## src/rtl/sp_fifo_pkg.sv

```systemverilog
// Shared types and defaults for the single-port FIFO: the conflict-policy enum,
// the res source selector and a helper that resolves which side wins a conflict.
package sp_fifo_pkg;

  typedef enum logic [1:0] {
    PRIO_WR  = 2'd0,
    PRIO_RD  = 2'd1,
    PRIO_ALT = 2'd2
  } prio_e;

  typedef enum logic [1:0] {
    RES_ZERO = 2'd0,
    RES_RAM  = 2'd1,
    RES_BYP  = 2'd2
  } res_src_e;

  localparam int SP_FIFO_W     = 32;
  localparam int SP_FIFO_DEPTH = 8;

  // alt_toggle=0 favours the write, so the first alternate conflict goes to the writer
  function automatic logic favour_write(input prio_e mode, input logic alt_toggle);
    case (mode)
      PRIO_WR: return 1'b1;
      PRIO_RD: return 1'b0;
      default: return ~alt_toggle;
    endcase
  endfunction

endpackage

```

## src/rtl/sp_ram.sv

```systemverilog
// Single-port RAM, one access per cycle, registered read (1-cycle latency).
// dout only changes on a read access, so it holds the last word read.
module sp_ram
  import sp_fifo_pkg::*;
#(
  parameter int W     = SP_FIFO_W,
  parameter int DEPTH = SP_FIFO_DEPTH,
  localparam int AW   = $clog2(DEPTH)
) (
  input  logic          clk,
  input  logic          en,
  input  logic          we,
  input  logic [AW-1:0] addr,
  input  logic [W-1:0]  din,
  output logic [W-1:0]  dout
);

  logic [W-1:0] mem [DEPTH];
  logic [W-1:0] dout_reg;

  always_ff @(posedge clk) begin
    if (en) begin
      if (we) mem[addr] <= din;
      else    dout_reg  <= mem[addr];
    end
  end

  assign dout = dout_reg;

endmodule

```

## src/rtl/sp_fifo_param.sv

```systemverilog
// FIFO built on one single-port RAM; write and read contend for the port per PRIO.
// Optional macro SP_FIFO_BYPASS_EN: on an empty FIFO, we&re passes din straight to res.
module sp_fifo_param
  import sp_fifo_pkg::*;
#(
  parameter int W     = SP_FIFO_W,
  parameter int DEPTH = SP_FIFO_DEPTH,
  parameter int PRIO  = 0,
  parameter int AF_TH = DEPTH - 1,
  parameter int AE_TH = 1,
  localparam int CW   = $clog2(DEPTH + 1)
) (
  input  logic          clk,
  input  logic          rst,
  input  logic [W+1:0]  inst,
  output logic [W-1:0]  res,
  output logic          read_valid,
  output logic          wr_ack,
  output logic          rd_ack,
  output logic          full,
  output logic          empty,
  output logic          almost_full,
  output logic          almost_empty,
  output logic [CW-1:0] count,
  output logic          conflict
);

  localparam int AW = $clog2(DEPTH);
  localparam prio_e PRIO_MODE = prio_e'(PRIO[1:0]);
  localparam logic [CW-1:0] DEPTH_C = CW'(DEPTH);

`ifdef SP_FIFO_BYPASS_EN
  localparam logic BYPASS = 1'b1;
`else
  localparam logic BYPASS = 1'b0;
`endif

  logic          we;
  logic          re;
  logic [W-1:0]  din;
  logic          wr_req;
  logic          rd_req;
  logic          fav_wr;
  logic          bypass;
  logic          wr_grant;
  logic          rd_grant;
  logic          wr_store;
  logic [W-1:0]  ram_dout;

  logic [AW-1:0] wptr_reg;
  logic [AW-1:0] rptr_reg;
  logic [CW-1:0] count_reg;
  logic          alt_reg;
  logic          read_valid_reg;
  res_src_e      res_src_reg;
  logic [W-1:0]  byp_data_reg;

  assign we  = inst[W+1];
  assign re  = inst[W];
  assign din = inst[W-1:0];

  // Requests are gated by rst so acks and conflict drop asynchronously in reset
  assign wr_req   = rst & we & ~full;
  assign rd_req   = rst & re & ~empty;
  assign fav_wr   = favour_write(PRIO_MODE, alt_reg);
  assign bypass   = BYPASS & rst & empty & we & re;
  assign wr_grant = wr_req & (~rd_req | fav_wr);
  assign rd_grant = rd_req & (~wr_req | ~fav_wr);
  assign wr_store = wr_grant & ~bypass;

  assign wr_ack   = wr_grant;
  assign rd_ack   = rd_grant | bypass;
  assign conflict = wr_req & rd_req & ~bypass;

  sp_ram #(
    .W     (W),
    .DEPTH (DEPTH)
  ) u_ram (
    .clk  (clk),
    .en   (wr_store | rd_grant),
    .we   (wr_store),
    .addr (wr_store ? wptr_reg : rptr_reg),
    .din  (din),
    .dout (ram_dout)
  );

  always_ff @(posedge clk or negedge rst) begin
    if (!rst) begin
      wptr_reg       <= '0;
      rptr_reg       <= '0;
      count_reg      <= '0;
      alt_reg        <= 1'b0;
      read_valid_reg <= 1'b0;
      res_src_reg    <= RES_ZERO;
      byp_data_reg   <= '0;
    end else begin
      if (wr_store) wptr_reg <= wptr_reg + 1'b1;
      if (rd_grant) rptr_reg <= rptr_reg + 1'b1;
      if (wr_store)      count_reg <= count_reg + 1'b1;
      else if (rd_grant) count_reg <= count_reg - 1'b1;
      if (wr_req & rd_req) alt_reg <= ~alt_reg;
      read_valid_reg <= rd_grant | bypass;
      if (rd_grant) begin
        res_src_reg <= RES_RAM;
      end else if (bypass) begin
        res_src_reg  <= RES_BYP;
        byp_data_reg <= din;
      end
    end
  end

  // res follows whichever source produced the most recent read; RAM dout holds between reads
  always_comb begin
    res = '0;
    case (res_src_reg)
      RES_RAM: res = ram_dout;
      RES_BYP: res = byp_data_reg;
      default: res = '0;
    endcase
  end

  assign read_valid   = read_valid_reg;
  assign count        = count_reg;
  assign full         = (count_reg == DEPTH_C);
  assign empty        = (count_reg == '0);
  assign almost_full  = (int'(count_reg) >= AF_TH);
  assign almost_empty = (int'(count_reg) <= AE_TH);

endmodule

```

## config.mk

```make
export PLATFORM = sky130hd
export DESIGN_NAME = sp_fifo_param
export DESIGN_NICKNAME = d
export VERILOG_FILES = /design/src/rtl/sp_fifo_pkg.sv /design/src/rtl/sp_ram.sv /design/src/rtl/sp_fifo_param.sv
export SDC_FILE = /design/constraint.sdc
export NUM_CORES = 1
export LEC_CHECK = 0
export ABC_AREA = 1
export BUFFER_PORTS_ARGS = -buffer_cell sky130_fd_sc_hd__clkbuf_2
export CELL_PAD_IN_SITES_DETAIL_PLACEMENT = 1
export CELL_PAD_IN_SITES_GLOBAL_PLACEMENT = 1
export CORE_MARGIN = 1.5
export CORE_UTILIZATION = 44
export DETAILED_ROUTE_END_ITERATION = 12
export PLACE_DENSITY = 0.83
export SYNTH_ARGS = -nofsm -noshare
export SYNTH_HDL_FRONTEND = slang
export SYNTH_HIERARCHICAL = 1
export SYNTH_SLANG_ARGS = --single-unit
export TNS_END_PERCENT = 10
```

## constraint.sdc

```tcl
create_clock -name clk -period 5.59 [get_ports clk]
set_input_delay 0.2795 -clock clk [delete_from_list [all_inputs] [get_ports clk]]
set_output_delay 0.2795 -clock clk [all_outputs]
set_load 0.02 [all_outputs]
```

[Word-level counts from Yosys, hierarchy flattened]
Memories as Yosys holds them, arrays and structs flattened. A register that Yosys moved wholly into a read port is not among the register bits.
Cells that the tools add are included.
Word-level totals
  flip-flop bits (word level): 12
  bits in writable memories: 256
  bits of input ports: 36
  word-level logic and storage cells: 33
  memories kept: 1
Operators by class
  $add $sub $neg: 4
  magnitude comparators: 2
  eq/ne operators: 1
  mux-type cells: 7
  bitwise logic cells: 10
  reduce and logical (&&, ||, !) cells: 3
Memories
  u_ram.mem: depth 8, bits a word 32, read ports 1, clocked after memory_dff 1, write ports 1, line sp_ram.sv:18  | logic [W-1:0] mem [DEPTH];
Operator list (count)
  2-to-1 mux 32 bit: 1
  2-to-1 mux 4 bit: 2
  adder 3 x 1 -> 3 bit, second input constant: 2
  AND 1 bit: 6
  adder 4 x 1 -> 4 bit, second input constant: 1
  == test 4 bit, second input constant: 1
  >= comparator 4 x 3 -> 1 bit, second input constant: 1
  <= comparator 4 x 1 -> 1 bit, second input constant: 1
  zero test 4 bit: 1
  subtractor 4 x 1 -> 4 bit, second input constant: 1
  2-to-1 mux 1 bit: 3
  2-to-1 mux 3 bit: 1
  NOT 1 bit: 3
  AND reduction 2 bit: 1
  nonzero test 2 bit: 1
  OR 1 bit: 1

[Logic depth before layout (Yosys ltp)]
Gate-level depths: netlist (run 1).
  depth after elaboration: 8
  mapped depth: 17

[By module]
Netlist (run 1), hierarchy kept.
By module, submodules not included
  sp_ram: times used 1, cells each 1022, area each 11574.9 µm², seq. area each 8648.3 µm²
  sp_fifo_param: times used 1, cells each 163, area each 1098.6 µm², seq. area each 300.3 µm²

[Least setup slack after synthesis (run 1)]
Ideal clock, no wire load.
  path type: reg2reg
  from: register count_reg[0], in the netlist count[0]
  to: memory u_ram/mem[2][0] in the netlist's numbering (enable)
  setup time: 502 ps
  arrival: 4993 ps
  data required time: 5088 ps
  slack: 95 ps
  stages on the path, launching flop included: 12
  path buffers: 4
  period minus slack after synthesis: 5495 ps
  cell sequence: dfrtp_1 inv_1 ha_1 nand3_4 nand2_8 buf_12 nand2_1 o21ai_1 buf_4 buf_6 buf_2 nor4_1
Between the ends
  cells in the longest elaborated chain, start to end: 8
RTL lines
  from (decl): line sp_fifo_param.sv:52  | logic [CW-1:0] count_reg;
  from (signal assigned): line sp_fifo_param.sv:99  | if (wr_store) count_reg <= count_reg + 1'b1;
  from (signal assigned): line sp_fifo_param.sv:100  | else if (rd_grant) count_reg <= count_reg - 1'b1;
  == test 4 bit: line sp_fifo_param.sv:124  | assign full = (count_reg == DEPTH_C);
  NOT 1 bit: line sp_fifo_param.sv:63  | assign wr_req = rst & we & ~full;
  AND 1 bit: line sp_fifo_param.sv:63
  NOT 1 bit: line sp_fifo_param.sv:68  | assign rd_grant = rd_req & (~wr_req | ~fav_wr);
  AND 1 bit: line sp_fifo_param.sv:68
  OR 1 bit: line sp_fifo_param.sv:80  | .en (wr_store | rd_grant),
  2-to-1 mux 1 bit: line sp_ram.sv:22  | if (en) begin
  2-to-1 mux 1 bit (implied by the code): line sp_ram.sv:23  | if (we) mem[addr] <= din;
  to (decl): line sp_ram.sv:18
Several ways; a longest one is shown, not always the timed one.

[Worst setup path in the final report (run 1)]
  from: register count_reg[0], in the netlist count[0]
  to: memory u_ram/mem[5][12] in the netlist's numbering (enable)
Same word-level chain as after synthesis.

==> results of run 1 <==
## layout make-up
cell class	count	area, sq um	area share
Clock buffer	37	777	0.0541
Clock inverter	15	133	0.00923
Inverter	48	193	0.0134
Multi-Input combinational cell	780	3250	0.226
Sequential cell	300	8950	0.623
Tap cell	378	473	0.0329
Timing Repair Buffer	103	598	0.0416
## cell families after synthesis
group                      count (synthesis)
and+or+nand+nor                          760
buffers and inverters                    105
xor gates and xnor gates                   6
DFF                                      300
AOI/OAI and AO/OA                          8
adders and majority gates                  6
## timing repair
action                                  CTS  global route
endpoints found under the setup margin    0             0
hold endpoints to repair                 36             0
resized for setup                         0             0
hold buffers                              4             0
## power breakdown
part	internal, mW	switching (mW)
sequential	2.71	0.0928
combinational	0.607	1.68
clock	1.07	0.822
total	4.39	2.60
## through the flow
| step | power [mW] | util | area, sq um | hold WS (ps) |
|---|---|---|---|---|
| 2_1_floorplan | 4.49 | - | 12700 | -16.1 |
| 3_3_place_gp | 4.99 | 0.478 | 13400 | 195 |
| 3_5_place_dp | 5.13 | 0.478 | 13400 | 204 |
| 4_1_cts | 7.06 | 0.512 | 14400 | 2.18 |
| 5_1_grt | 7.40 | 0.512 | 14400 | 13.8 |
| 6_report | 6.99 | 0.512 | 14400 | 15.0 |
## worst min-delay path by stage
| stage | slack, ps | cells after the start | startpoint | end |
|---|---|---|---|---|
| finish | 10 | 1 | inst[20] | u_ram/mem[6][20]$_DFFE_PP_ |
| CTS | 2 | 1 | inst[14] | u_ram/mem[6][14]$_DFFE_PP_ |
| detailed placement | 200 | 1 | rst | read_valid$_DFF_PN0_ |
| global placement | 190 | 1 | rst | read_valid$_DFF_PN0_ |
| floorplan | -20 | 0 | rst | count[0]$_DFFE_PN0P_ |
| global route | 10 | 1 | inst[20] | u_ram/mem[5][20]$_DFFE_PP_ |
## placed cells by master (no fill, tap or decap), types with 2 or more instances in the layout
| cell type | count |
|---|---|
| nand2_1 | 725 |
| edfxtp_1 | 288 |
| clkbuf_2 | 79 |
| inv_1 | 40 |
| clkbuf_16 | 30 |
| buf_4 | 19 |
| dfrtp_1 | 12 |
| clkbuf_1 | 7 |
| ha_1 | 6 |
| clkinv_2 | 6 |
| nor4_2 | 6 |
| nor2_1 | 5 |
| nand4_1 | 5 |
| clkinv_1 | 5 |
| inv_2 | 4 |
| nand3_1 | 4 |
| dlygate4sd3_1 | 4 |
| inv_4 | 3 |
| nand2_2 | 3 |
| xor2_1 | 3 |
| o21ai_1 | 3 |
| nand2_4 | 2 |
| nor2_2 | 2 |
| nor2_4 | 2 |
| or2_1 | 2 |
| xnor2_1 | 2 |
| bufinv_16 | 2 |
| nor4_4 | 2 |
## metal layers
layer,part of all wire,global-route usage
met3,0.045,0.0288
met4,0.023,0.0594
met1,0.41,0.275
met5,0,0
met2,0.52,0.394
==> results.ini, run 1 <==
[synthesis]
synth_compound_area_frac = 0.00494
synthTopCellsByArea = edfxtp_1 68%, nand2_1 22%, dfrtp_1 2.4%
yosysMostFrequentCell = nand2_1
synth_adder_area_share = 0.00592
synthDominantCellAreaShare = 0.682
synthMuxAreaShare = 0
synthArstFlopShare = 0.0400
syn_area_per_cell_sq_um = 10.7
yosys-top-cells-count = 726 x nand2_1, 288 x edfxtp_1, 40 x inv_1
synth_ff_type = edfxtp_1
netlist_instances = 1185
yosysUniqueCellTypes = 33
synth_fp_nets = 1227
synth-seq-cells = 300
synth_area_sq_um = 12700
synth-seq-area-share = 0.706
synth-edff-count = 288
yosys_warnings = 6
synth-xor-area-share = 0.00474
synthSimpleGateAreaFrac = 0.234
synth_top_family_by_area = simple AND/OR/NAND/NOR gates
synth_top_cell_by_area = edfxtp_1

[place]
pre_cts_ws_ps = 1890
dp.cells = 1605
gp_congestion = 0.804
dpl.hpwl_um = 18200
io_buffers = 79

[sta]
worst_pin_slew_ps = 1230
slew_viol_final = 0
slew_headroom = 0.180
fmax_mhz = 265
finalSetupTns_ps = 0
min_period_over_period = 0.674
rsz0062_at_grt = false
fin_crit_ps = 3770
finalHoldViolCount = 0
skew_ps = 12.1
setup_ws_ps = 1820
setup_violations = 0

[die]
die-area_sq_um = 29800
coreArea_sq_um = 28100
rows = 61
dieWidth_um = 173
die_y_um = 173
num_io_pins = 80
start_util = 0.451

[critical_path]
worst_path_most_repeated_cell = buf_4
max_stage_delay_ps = 790
rr_worst_depth = 10
cp-start-kind = register
critPathKind = register to register
r2r_end = u_ram/mem[5][12]$_DFFE_PP_
path_cells = inv_1 > ha_1 > nand3_4 > nand2_8 > or2_1 > o21a_2 > inv_2 > buf_4 > nor4_4 > buf_4
reg2reg_slack_ps = 1820
cp_top_family = buffers and inverters
cp.required_ps = 5780
crit_slowest_cell = o21a_2
worstReg2RegStart = count[0]$_DFFE_PN0P_
path_max_fanout = 40
path_buf_inv = 4
critical_path.startpoint = count[0]$_DFFE_PN0P_
cp-end-kind = register
cp.depth = 10
arrival_ps = 3960
cp-endpoint = u_ram/mem[5][12]$_DFFE_PP_

[power_and_ir_drop]
power_leakage_nw = 6.21
ir_drop_mv = 0.262
power_density_nw_per_um2 = 487

[grt]
grt-ovfl-total = 0
grt_pass1_wl_um = 51100
grt_usage = 0.218
grt_pass1_vias = 9296
grt_max_degree = 94
antenna_found_initial = 0

[routing]
vias = 8507
ant_nets = 0
routed_wl_um = 31800
initialDrtViolationCount = 601
first_pass_iters = 5
detail_route.wl_per_cell_um = 19.2
drc = 0
via_per_inst = 5.12

[layout]
layout-drive-gt1-share = 0.133
nFillCells = 3089
n_antenna_cell = 0
nNetsFinal = 1305
largest_reg_flops = 256
area_delta_synth_final_pct = 13.4
final_cells = 1661

[clock_tree]
htreeDepth = 1
cts_sinks = 300
cts_tree = built
insertion_delay_ps = 560
cts.clk_slew.worst_paths_ps = 60
clock-root-buffer = clkbuf_16
clockBufferDepth = 3
cts-buffers-inserted = 30
postCtsSetupRepairBufs = 0

[hold_path]
holdCritPathClass = primary input to register

[run]
drv_cap = 0

[outcome]
run_status = complete, no violations

(Power assumes the default switching activity.)
==> run 2: changes to the inputs <==
clock period = 3.3 ns   (was 5.59 ns; I/O delays follow)
==> run 2 against run 1 <==
Cell count increased by 2.5%. Worst hold slack improved by 30 ps. Total power increased by 71%. Clock-buffer cell count increased by 2. Die area unchanged. Flip-flop and latch count unchanged. Sequential power increased by 70%. Critical endpoint is now u_ram/mem[4][16]$_DFFE_PP_. Largest cell class unchanged.
==> results.ini, run 2 (synthesized netlist as in run 1, its figures left out) <==
[outcome]
run_status = complete, no violations

[die]
rows = 61
dieWidth_um = 173
die_y_um = 173
die-area_sq_um = 29800
start_util = 0.451
coreArea_sq_um = 28100
num_io_pins = 80

[sta]
setup_violations = 0
fmax_mhz = 342
min_period_over_period = 0.886
setup_ws_ps = 377
rsz0062_at_grt = false
slew_headroom = 0.423
worst_pin_slew_ps = 864
whs_ps = 44.7
slew_viol_final = 0
fin_crit_ps = 2920
finalSetupTns_ps = 0
skew_ps = 10.1
finalHoldViolCount = 0

[grt]
grt-ovfl-total = 0
grt_pass1_wl_um = 52000
antenna_found_initial = 1
grt_usage = 0.223
grt_pass1_vias = 9406
grt_max_degree = 98

[routing]
ant_nets = 0
routed_wl_um = 33000
drc = 0
vias = 8661
first_pass_iters = 5
via_per_inst = 5.09
detail_route.wl_per_cell_um = 19.4
initialDrtViolationCount = 465

[critical_path]
cp-start-kind = register
max_stage_delay_ps = 450
cp.required_ps = 3510
arrival_ps = 3140
path_max_fanout = 21
path_cells = inv_1 > ha_2 > nand3_4 > nand2_8 > or2_1 > o21a_2 > inv_2 > nor4_4 > buf_4
cp-end-kind = register
crit_slowest_cell = dfrtp_2
reg2reg_slack_ps = 380
critPathKind = register to register

[clock_tree]
insertion_delay_ps = 560
clockBufferDepth = 3
cts_resized = 0
htreeDepth = 1
cts_tree = built
cts.clk_slew.worst_paths_ps = 60
cts-buffers-inserted = 31
cts_sinks = 300
clock-root-buffer = clkbuf_16

[power_and_ir_drop]
power_density_nw_per_um2 = 808
p_total_mw = 12.0
ir_drop_mv = 0.524
power_leakage_nw = 6.39

[layout]
largest_reg_flops = 256
area_delta_synth_final_pct = 16.7
layout-drive-gt1-share = 0.142
layout_commonest_cell = nand2_1
nNetsFinal = 1344
final_cell_mix = 725 x nand2_1, 288 x edfxtp_1, 79 x clkbuf_2
nFillCells = 3100
n_antenna_cell = 0
final_cells = 1703

[run]
drv_cap = 0

[place]
io_buffers = 79
dp.cells = 1614
pre_cts_ws_ps = 377
dpl.hpwl_um = 19700
gp_congestion = 0.796

[hold_path]
holdCritPathClass = primary input to register

[run 2: cell types whose count changed in the layout (fill, tap and decap cells not counted), moves of 3 or more]
cell / delta
nor4_4: +6
buf_4: +7
dlygate4sd3_1: +29
nor4_2: -6
clkinv_2: +3
[run 2: critical path, delay by kind of cell (launching register included)]
kind,cells,cell delay (ps)
AOI/OAI and AO/OA,1,350
adders and majority gates,1,220
buffers and inverters,3,820
DFF,1,450
and+or+nand+nor,4,720
[run 2: stage by stage]
step	area [sq um]	util
after floorplan	12800	-
after detailed placement	13600	0.483
final	14800	0.527
after global routing	14800	0.527
after global placement	13600	0.483
after CTS	14800	0.527
[run 2: area by class of cell]
type	instances	area, sq um	share of cell area
flip-flops and latches	300	8950	0.605
multi-input cells	780	3300	0.223
repair buffers	141	981	0.0663
clock buffers	39	806	0.0545
well taps	378	473	0.0320
inverters	48	193	0.0130
clock inverters	17	91.3	0.00617
[run 2: power by group]
group,switching [mW],leakage [nW],internal [mW],total [mW]
Sequential,0.159,2.76,4.60,4.76
Clock,1.44,0.437,1.72,3.16
Combinational,2.92,3.19,1.13,4.04
Total,4.51,6.39,7.44,12.0
[run 2: path summary, 6_finish.rpt]
| kind | startpoint | depth (start not counted) | endpoint |
|---|---|---|---|
| worst max-delay path | count[1]$_DFFE_PN0P_ | 9 | u_ram/mem[4][16]$_DFFE_PP_ |
| worst min-delay path | inst[32] | 5 | rptr_reg[2]$_DFFE_PN0P_ |
| worst max register to register | count[1]$_DFFE_PN0P_ | 9 | u_ram/mem[4][16]$_DFFE_PP_ |
| worst min register to register | wptr_reg[1]$_DFFE_PN0P_ | 2 | wptr_reg[1]$_DFFE_PN0P_ |
| max in group asynchronous | rst | 2 | count[0]$_DFFE_PN0P_ |
| min in group asynchronous | rst | 2 | wptr_reg[1]$_DFFE_PN0P_ |
[run 2: what timing repair did]
action / 4_1_cts / 5_1_grt
endpoints found under the hold margin: 268 / 0
hold buffers: 33 / 0
setup buffers: 0 / 0
[run 2: routing by layer]
metal,wire (um),vias to the layer above,part of all wire,track usage
met3,1530,72,0.047,0.0356
met4,952,0,0.029,0.0754
li1,-,4057,-,-
met1,13800,4306,0.42,0.280
met5,0,-,0,0
met2,16700,226,0.51,0.393
